===== src/rtl/mem_arbiter2_pkg.sv =====
// Shared definitions for the mem_arbiter2 block.
//   - state encoding for the arbiter FSM
//   - requester index constants (instruction fetch / load-store)
//   - winner used by the fixed-priority policy on a tie
package arb_pkg;

  localparam logic ST_IDLE = 1'b0;
  localparam logic ST_BUSY = 1'b1;

  localparam logic REQ_IF = 1'b0;
  localparam logic REQ_LS = 1'b1;

  // Data accesses win ties so a load/store is never starved by fetch.
  localparam logic FIXED_WINNER = REQ_LS;

  typedef enum logic {
    StIdle = ST_IDLE,
    StBusy = ST_BUSY
  } arb_state_e;

endpackage


===== src/rtl/mem_arbiter2_if.sv =====
// Bundle of the arbiter's requester-side and memory-side signals.
//   slave  : the arbiter's view (consumes requests, drives memory port).
//   master : the environment's view (requesters plus memory).
// Signals: req0_*/req1_* valid/addr/wdata/we in, ready/rdata out;
//          mem_valid/addr/wdata/we out, mem_ready/rdata in; sel, busy out.
interface mem_arbiter2_if #(
  parameter int unsigned DATA_W = 32,
  parameter int unsigned ADDR_W = 32
);

  logic              req0_valid;
  logic [ADDR_W-1:0] req0_addr;
  logic [DATA_W-1:0] req0_wdata;
  logic              req0_we;
  logic              req0_ready;
  logic [DATA_W-1:0] req0_rdata;

  logic              req1_valid;
  logic [ADDR_W-1:0] req1_addr;
  logic [DATA_W-1:0] req1_wdata;
  logic              req1_we;
  logic              req1_ready;
  logic [DATA_W-1:0] req1_rdata;

  logic              mem_valid;
  logic [ADDR_W-1:0] mem_addr;
  logic [DATA_W-1:0] mem_wdata;
  logic              mem_we;
  logic              mem_ready;
  logic [DATA_W-1:0] mem_rdata;

  logic              sel;
  logic              busy;

  modport slave (
    input  req0_valid, req0_addr, req0_wdata, req0_we,
    input  req1_valid, req1_addr, req1_wdata, req1_we,
    input  mem_ready, mem_rdata,
    output req0_ready, req0_rdata, req1_ready, req1_rdata,
    output mem_valid, mem_addr, mem_wdata, mem_we,
    output sel, busy
  );

  modport master (
    output req0_valid, req0_addr, req0_wdata, req0_we,
    output req1_valid, req1_addr, req1_wdata, req1_we,
    output mem_ready, mem_rdata,
    input  req0_ready, req0_rdata, req1_ready, req1_rdata,
    input  mem_valid, mem_addr, mem_wdata, mem_we,
    input  sel, busy
  );

endinterface


===== src/rtl/mem_arbiter2_pick.sv =====
// arb_pick: combinational winner selection for mem_arbiter2.
//   valid0/valid1 : pending requests, last_grant : previous tie winner.
//   any : some request pending, tie : both pending, winner : granted index.
// Build option ARB_RR_EN: defined -> round-robin on ties,
// undefined -> fixed priority (load/store wins every tie).
module arb_pick
  import arb_pkg::*;
(
  input  logic valid0,
  input  logic valid1,
  input  logic last_grant,
  output logic any,
  output logic tie,
  output logic winner
);

`ifndef ARB_RR_EN
  // Fixed priority ignores history; keep the input visibly consumed.
  logic unused_last_grant;
  assign unused_last_grant = last_grant;
`endif

  always_comb begin
    any    = valid0 | valid1;
    tie    = valid0 & valid1;
    winner = REQ_IF;
    if (tie) begin
`ifdef ARB_RR_EN
      winner = ~last_grant;
`else
      winner = FIXED_WINNER;
`endif
    end else if (valid1) begin
      winner = REQ_LS;
    end
  end

endmodule


===== src/rtl/mux2x1.sv =====
// Generic two-input steering multiplexer.
//   in0/in1 : data inputs, sel : select (0 -> in0), y : output.
module Mux2x1 #(
  parameter int unsigned W = 32
) (
  input  logic [W-1:0] in0,
  input  logic [W-1:0] in1,
  input  logic         sel,
  output logic [W-1:0] y
);

  assign y = sel ? in1 : in0;

endmodule


===== src/rtl/mem_arbiter2.sv =====
// mem_arbiter2: shares one memory port between instruction fetch (req0)
// and load/store (req1). One grant at a time, held until mem_ready, with
// one idle cycle between transactions.
//   clk, rst : clock, asynchronous active-high reset
//   bus      : mem_arbiter2_if.slave (requesters, memory port, sel, busy)
// Build option ARB_RR_EN selects round-robin tie breaking (see arb_pick).
module mem_arbiter2
  import arb_pkg::*;
#(
  parameter int unsigned DATA_W = 32,
  parameter int unsigned ADDR_W = 32
) (
  input  logic           clk,
  input  logic           rst,
  mem_arbiter2_if.slave  bus
);

  arb_state_e state_q, state_d;
  logic       sel_q, sel_d;
  logic       last_grant_q, last_grant_d;
  logic       pick_any, pick_tie, pick_winner;
  logic       busy;
  logic       steered_we;

  arb_pick u_pick (
    .valid0     (bus.req0_valid),
    .valid1     (bus.req1_valid),
    .last_grant (last_grant_q),
    .any        (pick_any),
    .tie        (pick_tie),
    .winner     (pick_winner)
  );

  always_ff @(posedge clk or posedge rst) begin
    if (rst) begin
      state_q      <= StIdle;
      sel_q        <= REQ_IF;
      last_grant_q <= REQ_LS;
    end else begin
      state_q      <= state_d;
      sel_q        <= sel_d;
      last_grant_q <= last_grant_d;
    end
  end

  always_comb begin
    state_d      = state_q;
    sel_d        = sel_q;
    last_grant_d = last_grant_q;
    unique case (state_q)
      StIdle: begin
        if (pick_any) begin
          state_d = StBusy;
          sel_d   = pick_winner;
          // History only moves on contention.
          if (pick_tie) begin
            last_grant_d = pick_winner;
          end
        end
      end
      StBusy: begin
        // Grant is held even if the requester drops valid early.
        if (bus.mem_ready) begin
          state_d = StIdle;
        end
      end
      default: state_d = StIdle;
    endcase
  end

  assign busy = (state_q == StBusy);

  Mux2x1 #(.W(ADDR_W)) u_addr_mux (
    .in0 (bus.req0_addr),
    .in1 (bus.req1_addr),
    .sel (sel_q),
    .y   (bus.mem_addr)
  );

  Mux2x1 #(.W(DATA_W)) u_wdata_mux (
    .in0 (bus.req0_wdata),
    .in1 (bus.req1_wdata),
    .sel (sel_q),
    .y   (bus.mem_wdata)
  );

  assign steered_we     = (sel_q == REQ_LS) ? bus.req1_we : bus.req0_we;
  assign bus.mem_valid  = busy;
  assign bus.mem_we     = busy & steered_we;
  assign bus.sel        = sel_q;
  assign bus.busy       = busy;

  // mem_ready outside BUSY is ignored; only the granted side sees it.
  assign bus.req0_ready = busy & bus.mem_ready & (sel_q == REQ_IF);
  assign bus.req1_ready = busy & bus.mem_ready & (sel_q == REQ_LS);
  assign bus.req0_rdata = bus.mem_rdata;
  assign bus.req1_rdata = bus.mem_rdata;

endmodule


===== src/flat_wrapper.sv =====
// flat-port wrapper written by rule: the top's interface ports become plain ports
module mem_arbiter2_flat import arb_pkg::*;
#(
  parameter int unsigned DATA_W = 32,
  parameter int unsigned ADDR_W = 32
)
  (clk, rst, bus_req0_valid, bus_req0_addr, bus_req0_wdata, bus_req0_we, bus_req1_valid, bus_req1_addr, bus_req1_wdata, bus_req1_we, bus_mem_ready, bus_mem_rdata, bus_req0_ready, bus_req0_rdata, bus_req1_ready, bus_req1_rdata, bus_mem_valid, bus_mem_addr, bus_mem_wdata, bus_mem_we, bus_sel, bus_busy);
  mem_arbiter2_if #(.DATA_W(DATA_W), .ADDR_W(ADDR_W)) bus_i ();
  input  logic clk;
  input  logic rst;
  input wire logic [$bits(bus_i.req0_valid)-1:0] bus_req0_valid;
  input wire logic [$bits(bus_i.req0_addr)-1:0] bus_req0_addr;
  input wire logic [$bits(bus_i.req0_wdata)-1:0] bus_req0_wdata;
  input wire logic [$bits(bus_i.req0_we)-1:0] bus_req0_we;
  input wire logic [$bits(bus_i.req1_valid)-1:0] bus_req1_valid;
  input wire logic [$bits(bus_i.req1_addr)-1:0] bus_req1_addr;
  input wire logic [$bits(bus_i.req1_wdata)-1:0] bus_req1_wdata;
  input wire logic [$bits(bus_i.req1_we)-1:0] bus_req1_we;
  input wire logic [$bits(bus_i.mem_ready)-1:0] bus_mem_ready;
  input wire logic [$bits(bus_i.mem_rdata)-1:0] bus_mem_rdata;
  output wire logic [$bits(bus_i.req0_ready)-1:0] bus_req0_ready;
  output wire logic [$bits(bus_i.req0_rdata)-1:0] bus_req0_rdata;
  output wire logic [$bits(bus_i.req1_ready)-1:0] bus_req1_ready;
  output wire logic [$bits(bus_i.req1_rdata)-1:0] bus_req1_rdata;
  output wire logic [$bits(bus_i.mem_valid)-1:0] bus_mem_valid;
  output wire logic [$bits(bus_i.mem_addr)-1:0] bus_mem_addr;
  output wire logic [$bits(bus_i.mem_wdata)-1:0] bus_mem_wdata;
  output wire logic [$bits(bus_i.mem_we)-1:0] bus_mem_we;
  output wire logic [$bits(bus_i.sel)-1:0] bus_sel;
  output wire logic [$bits(bus_i.busy)-1:0] bus_busy;
  assign bus_i.req0_valid = bus_req0_valid;
  assign bus_i.req0_addr = bus_req0_addr;
  assign bus_i.req0_wdata = bus_req0_wdata;
  assign bus_i.req0_we = bus_req0_we;
  assign bus_i.req1_valid = bus_req1_valid;
  assign bus_i.req1_addr = bus_req1_addr;
  assign bus_i.req1_wdata = bus_req1_wdata;
  assign bus_i.req1_we = bus_req1_we;
  assign bus_i.mem_ready = bus_mem_ready;
  assign bus_i.mem_rdata = bus_mem_rdata;
  assign bus_req0_ready = bus_i.req0_ready;
  assign bus_req0_rdata = bus_i.req0_rdata;
  assign bus_req1_ready = bus_i.req1_ready;
  assign bus_req1_rdata = bus_i.req1_rdata;
  assign bus_mem_valid = bus_i.mem_valid;
  assign bus_mem_addr = bus_i.mem_addr;
  assign bus_mem_wdata = bus_i.mem_wdata;
  assign bus_mem_we = bus_i.mem_we;
  assign bus_sel = bus_i.sel;
  assign bus_busy = bus_i.busy;
  mem_arbiter2 #(.DATA_W(DATA_W), .ADDR_W(ADDR_W)) u_core (.clk(clk), .rst(rst), .bus(bus_i));
endmodule

===== config.mk =====
export PLATFORM = sky130hd
export DESIGN_NAME = mem_arbiter2_flat
export DESIGN_NICKNAME = d
export VERILOG_FILES = /design/src/rtl/mem_arbiter2_pkg.sv /design/src/rtl/mem_arbiter2_if.sv /design/src/rtl/mem_arbiter2_pick.sv /design/src/rtl/mux2x1.sv /design/src/rtl/mem_arbiter2.sv /design/src/flat_wrapper.sv
export SDC_FILE = /design/constraint.sdc
export NUM_CORES = 1
export LEC_CHECK = 0
export CAP_MARGIN = 20
export CORE_AREA = 2 2 116 118
export DETAILED_ROUTE_END_ITERATION = 6
export DIE_AREA = 0 0 118 120
export PLACE_DENSITY = 0.55
export SYNTH_ARGS = -nofsm -noshare
export SYNTH_HDL_FRONTEND = slang
export SYNTH_SLANG_ARGS = --single-unit

===== constraint.sdc =====
create_clock -name clk -period 2.9 [get_ports clk]
set_input_delay 0.87 -clock clk [delete_from_list [all_inputs] [get_ports clk]]
set_output_delay 0.87 -clock clk [all_outputs]
set_load 0.05 [all_outputs]

; ---- Word level (Yosys, flattened, before mapping)
; Index checks and enable logic that the tools add are counted.
[word_totals]
output_inout_bits = 134
regBits = 2
inputBits = 167
wordCells = 19
[op_classes]
bitwise_logic = 8
mux = 8
reduce_logical = 1
[ops]
columns = operator, n
row1 = 32-bit 2-to-1 mux, 2
row2 = 1-bit AND, 5
row3 = 1-bit 2-to-1 mux, 5
row4 = 1-bit inverter, 2
row5 = 1-bit one-hot mux with 2 select lines, 1
row6 = 2-bit AND reduction, 1
row7 = 1-bit OR, 1

; ---- Logic depth before layout (Yosys ltp)
; Gate-level depths: netlist of run 1.
[depth]
word_depth = 3
ltp_mapped = 4

; ---- Modules after synthesis
; A second synthesis of run 1 with hierarchy kept.
[unflattened]
cells_unflattened = 155
hier_area_um2 = 1776.7
[by_module_without_submodules]
columns = module, cells_each, instances, area_per_inst_um2
row1 = Mux2x1, 36, 2, 544.3
row2 = mem_arbiter2, 80, 1, 670.6
row3 = arb_pick, 3, 1, 17.5

; ---- Worst setup path after synthesis of run 1
; No wires, ideal clock.
[synth_path]
kind = register to output
start = reg u_core.sel_q (netlist: u_core.bus.sel)
end = out bus_req1_ready
setup_slack_ns = 0.226
stages_incl_launch_ff = 5
arrival_ns = 1.804
path_cell_list = dfrtp_1 -> buf_4 -> buf_6 -> inv_1 -> nor2_1
[synth_via]
elab_chain_cells = 1
[synth_lines]
columns = element, line
row1 = "start, declared", mem_arbiter2.sv:19  ; logic sel_q, sel_d;
row2 = "start signal, assigned", mem_arbiter2.sv:41  ; sel_q <= sel_d;
row3 = 1-bit AND, mem_arbiter2.sv:95  ; assign bus.req1_ready = busy & bus.mem_ready & (sel_q == REQ_LS);
row4 = "end, declared", flat_wrapper.sv:23  ; output wire logic [$bits(bus_i.req1_ready)-1:0] bus_req1_ready;
; No other way between the ends.

; ---- Worst setup path in the final report of run 1
[layout_path]
start = in bus_mem_ready
end = out bus_req1_ready
[layout_via]
elab_chain_cells = 2
[layout_lines]
columns = element, line
row1 = "start, declared", flat_wrapper.sv:19  ; input wire logic [$bits(bus_i.mem_ready)-1:0] bus_mem_ready;
row2 = 1-bit AND (2 in a row), mem_arbiter2.sv:95
; No other way between the ends.

==> results.py, run 1 <==
metrics = {
    "synth": {
        "syn_area_per_cell_sq_um": 9.93,
        "synthDistinctLibCells": 13,
        "yosysTopAreaCellShare": 0.335,
        "synthesis.area_sq_um": 1480,
        "yosys-top-cells-area": "buf_4, mux2_4, mux2_2",
        "seq_area_frac_synth": 0.0338,
        "ys_ff_latch": 2,
        "yosys.area.top_type": "buf_4",
        "syn_inst": 149,
        "synth-warning-count": 0,
        "syn-num-nets": 316,
    },
    "routing": {
        "drt_iter0_markers": 18,
        "vias": 1572,
        "wl_microns": 6140,
        "viasPerCell": 3.40,
        "route.met3.wl_microns": 829,
        "antenna_left": 0,
        "top_layer_used": "met4",
        "wl_met1_microns": 2110,
        "route.detailed.drc": 0,
        "first_pass_iters": 4,
        "wl_per_cell_microns": 13.3,
        "route.met2.wl_microns": 3070,
    },
    "setup_path": {
        "ff2ff_setup_slack_ps": 1860,
        "critPathSlowestCell": "clkdlybuf4s50_1",
        "critPathLaunchType": "input pin",
        "cp.required_ps": 2030,
        "critPathTopFamily": "buffers and inverters",
        "cp_max_fo": 3,
        "crit_cells": 4,
        "endpoint": "bus_req1_ready",
        "path_class": "input pin to output pin",
        "rr_endpoint": "u_core.bus.sel",
        "critPathArrivalTime_ps": 1820,
        "end_kind": "output pin",
        "cp_cell_sequence": "clkdlybuf4s50_1 -> nand2_1 -> nor2_1 -> buf_12",
        "crit_start": "bus_mem_ready",
        "ff2ff_path_depth": 3,
        "crit_buf_inv": 2,
        "slowest_delay_ps": 470,
        "r2r_start": "u_core.bus.sel",
    },
    "sta": {
        "period_share": 0.926,
        "layout_min_cycle_time_ps": 2690,
        "finalSetupViolations": 0,
        "final_max_slew_viol_count": 0,
        "rsz0062_at_grt": "no",
        "setup-tns-final_ps": 0,
        "relSlewSlack": 0.671,
        "finalHoldWorstSlack_ps": 724,
        "hold_violations": 0,
        "tightest_slew_ps": 491,
        "max_freq_mhz": 372,
        "clock-skew-final_ps": 4.26,
    },
    "global_routing": {
        "gr-usage-all-layers": 0.0834,
        "grt_pass1_vias": 1710,
        "grt_start_max_net_pins": 69,
        "grt_pass1_wl_microns": 9330,
        "grt_overflow_total": 0,
        "antenna_found_initial": 0,
    },
    "final_layout": {
        "num_antenna_cells": 0,
        "nets": 454,
        "area_delta_synth_final_pct": 169,
        "fin_area_sq_um": 3980,
        "layout_common_cells": "clkdlybuf4s50_1, buf_12, mux2_2",
        "drive_gt1_frac": 0.479,
        "layout_commonest_cell": "clkdlybuf4s50_1",
        "utilization": 0.307,
    },
    "die": {
        "io_pins": 301,
        "initial_core_util": 0.114,
        "core_sq_um": 13000,
        "die_area_sq_um": 14200,
        "chipHeight_microns": 120,
        "die_x_microns": 118,
        "num_rows": 42,
    },
    "clock_network": {
        "holdBufCountCts": 0,
        "cts_buffers": 3,
        "tritoncts": "yes",
        "cts_buffer_depth": 2,
        "clk_latency_ps": 230,
        "path_clk_slew_ps": 30,
        "cts_setup_buffers": 0,
        "cts-resized-gates": 0,
        "root_buffer": "clkbuf_16",
        "cts_max_level": 1,
        "cts.sinks": 2,
    },
    "pwr": {
        "p_int_uw": 1160,
        "pwr-share-clk": 0.106,
        "pwr-share-comb": 0.873,
        "p_sw_frac": 0.437,
        "powerDensity_nw_per_um2": 516,
        "switchingPower_uw": 899,
        "p_leak_uw": 0.00165,
        "seqPwrFrac": 0.020,
        "power_uw": 2050,
        "peakVddDrop_v": 0.000420,
    },
    "min_path": {
        "hold_start": "u_core.bus.busy",
        "hp-class": "register to register",
    },
    "placement": {
        "port_buffers": 204,
        "postPlaceCellArea_sq_um": 3900,
        "place_congestion": 0.734,
        "hpwl_microns": 5340,
    },
    "run": {
        "maxCapViolations": 0,
    },
    "run_status": {
        "status": "finished, final reports clean",
    },
}
[Yosys cell counts, drive strengths merged]
| master | instances |
|---|---|
| buf | 72 |
| mux2 | 64 |
| inv | 3 |
| dfrtp | 2 |
| nor2 | 2 |
| nor2b | 2 |
| mux2i | 1 |
| nand2 | 1 |
| o22ai | 1 |
| o31a | 1 |
[layer usage]
metal  global-route usage  up-vias
met5                    0        -
met1               0.0853      700
met2                0.147      144
met4               0.0331        0
met3               0.0399       14
li1                     -      714
[worst min path at each step]
| stage | end | depth (start not counted) |
|---|---|---|
| 2_1_floorplan | u_core.bus.busy | 1 |
| 3_3_place_gp | u_core.bus.sel | 1 |
| 3_5_place_dp | u_core.bus.sel | 1 |
| 4_1_cts | u_core.bus.sel | 1 |
| 5_1_grt | u_core.bus.sel | 1 |
| 6_report | u_core.bus.sel | 1 |
[kinds of logic (layout without fill, tap and decap cells)]
logic type,count (synthesis),in the layout,synth area share
AND/OR/NAND/NOR,5,5,0.0161
buffers and inverters,75,212,0.375
multiplexers,65,65,0.565
AO/OA/AOI/OAI,2,2,0.0101
flip-flops,2,2,0.0338
[registers in the layout (all words and copies together) (netlist names)]
name / count
u_core.bus.busy: 1
u_core.bus.sel: 1
[layout make-up]
cell class	count	area (sq um)
inverter	3	11.3
timing repair buffer	205	2740
clock buffer	4	78.8
multi-input combinational	72	875
tap	176	220
fill	1343	9000
sequential	2	53.8
[stage by stage]
stage               setup WS [ps]  cells
global placement              218    458
detailed placement            200    458
CTS                           202    462
finish                        213    462
global route                  173    462
floorplan                     226    149
[power groups by stage]
stage	registers (uW)	logic [uW]	clock network (uW)
2_1_floorplan	53.7	1130	0
6_report	41.6	1790	219
3_5_place_dp	42.7	1810	0
4_1_cts	42.7	1820	224
3_3_place_gp	42.7	1810	0
5_1_grt	43.1	1850	228
Power figures use the tool's default switching activity.
==> run 2, diff against run 1 <==
--- a/config.mk
+++ b/config.mk
@@ -9,6 +9,7 @@
 export CORE_AREA = 2 2 116 118
 export DETAILED_ROUTE_END_ITERATION = 6
 export DIE_AREA = 0 0 118 120
+export HOLD_SLACK_MARGIN = 0.05
 export PLACE_DENSITY = 0.55
 export SYNTH_ARGS = -nofsm -noshare
 export SYNTH_HDL_FRONTEND = slang
==> results of run 2 <==
Same layout as run 1: the final DEF is identical, and so are final timing and power.
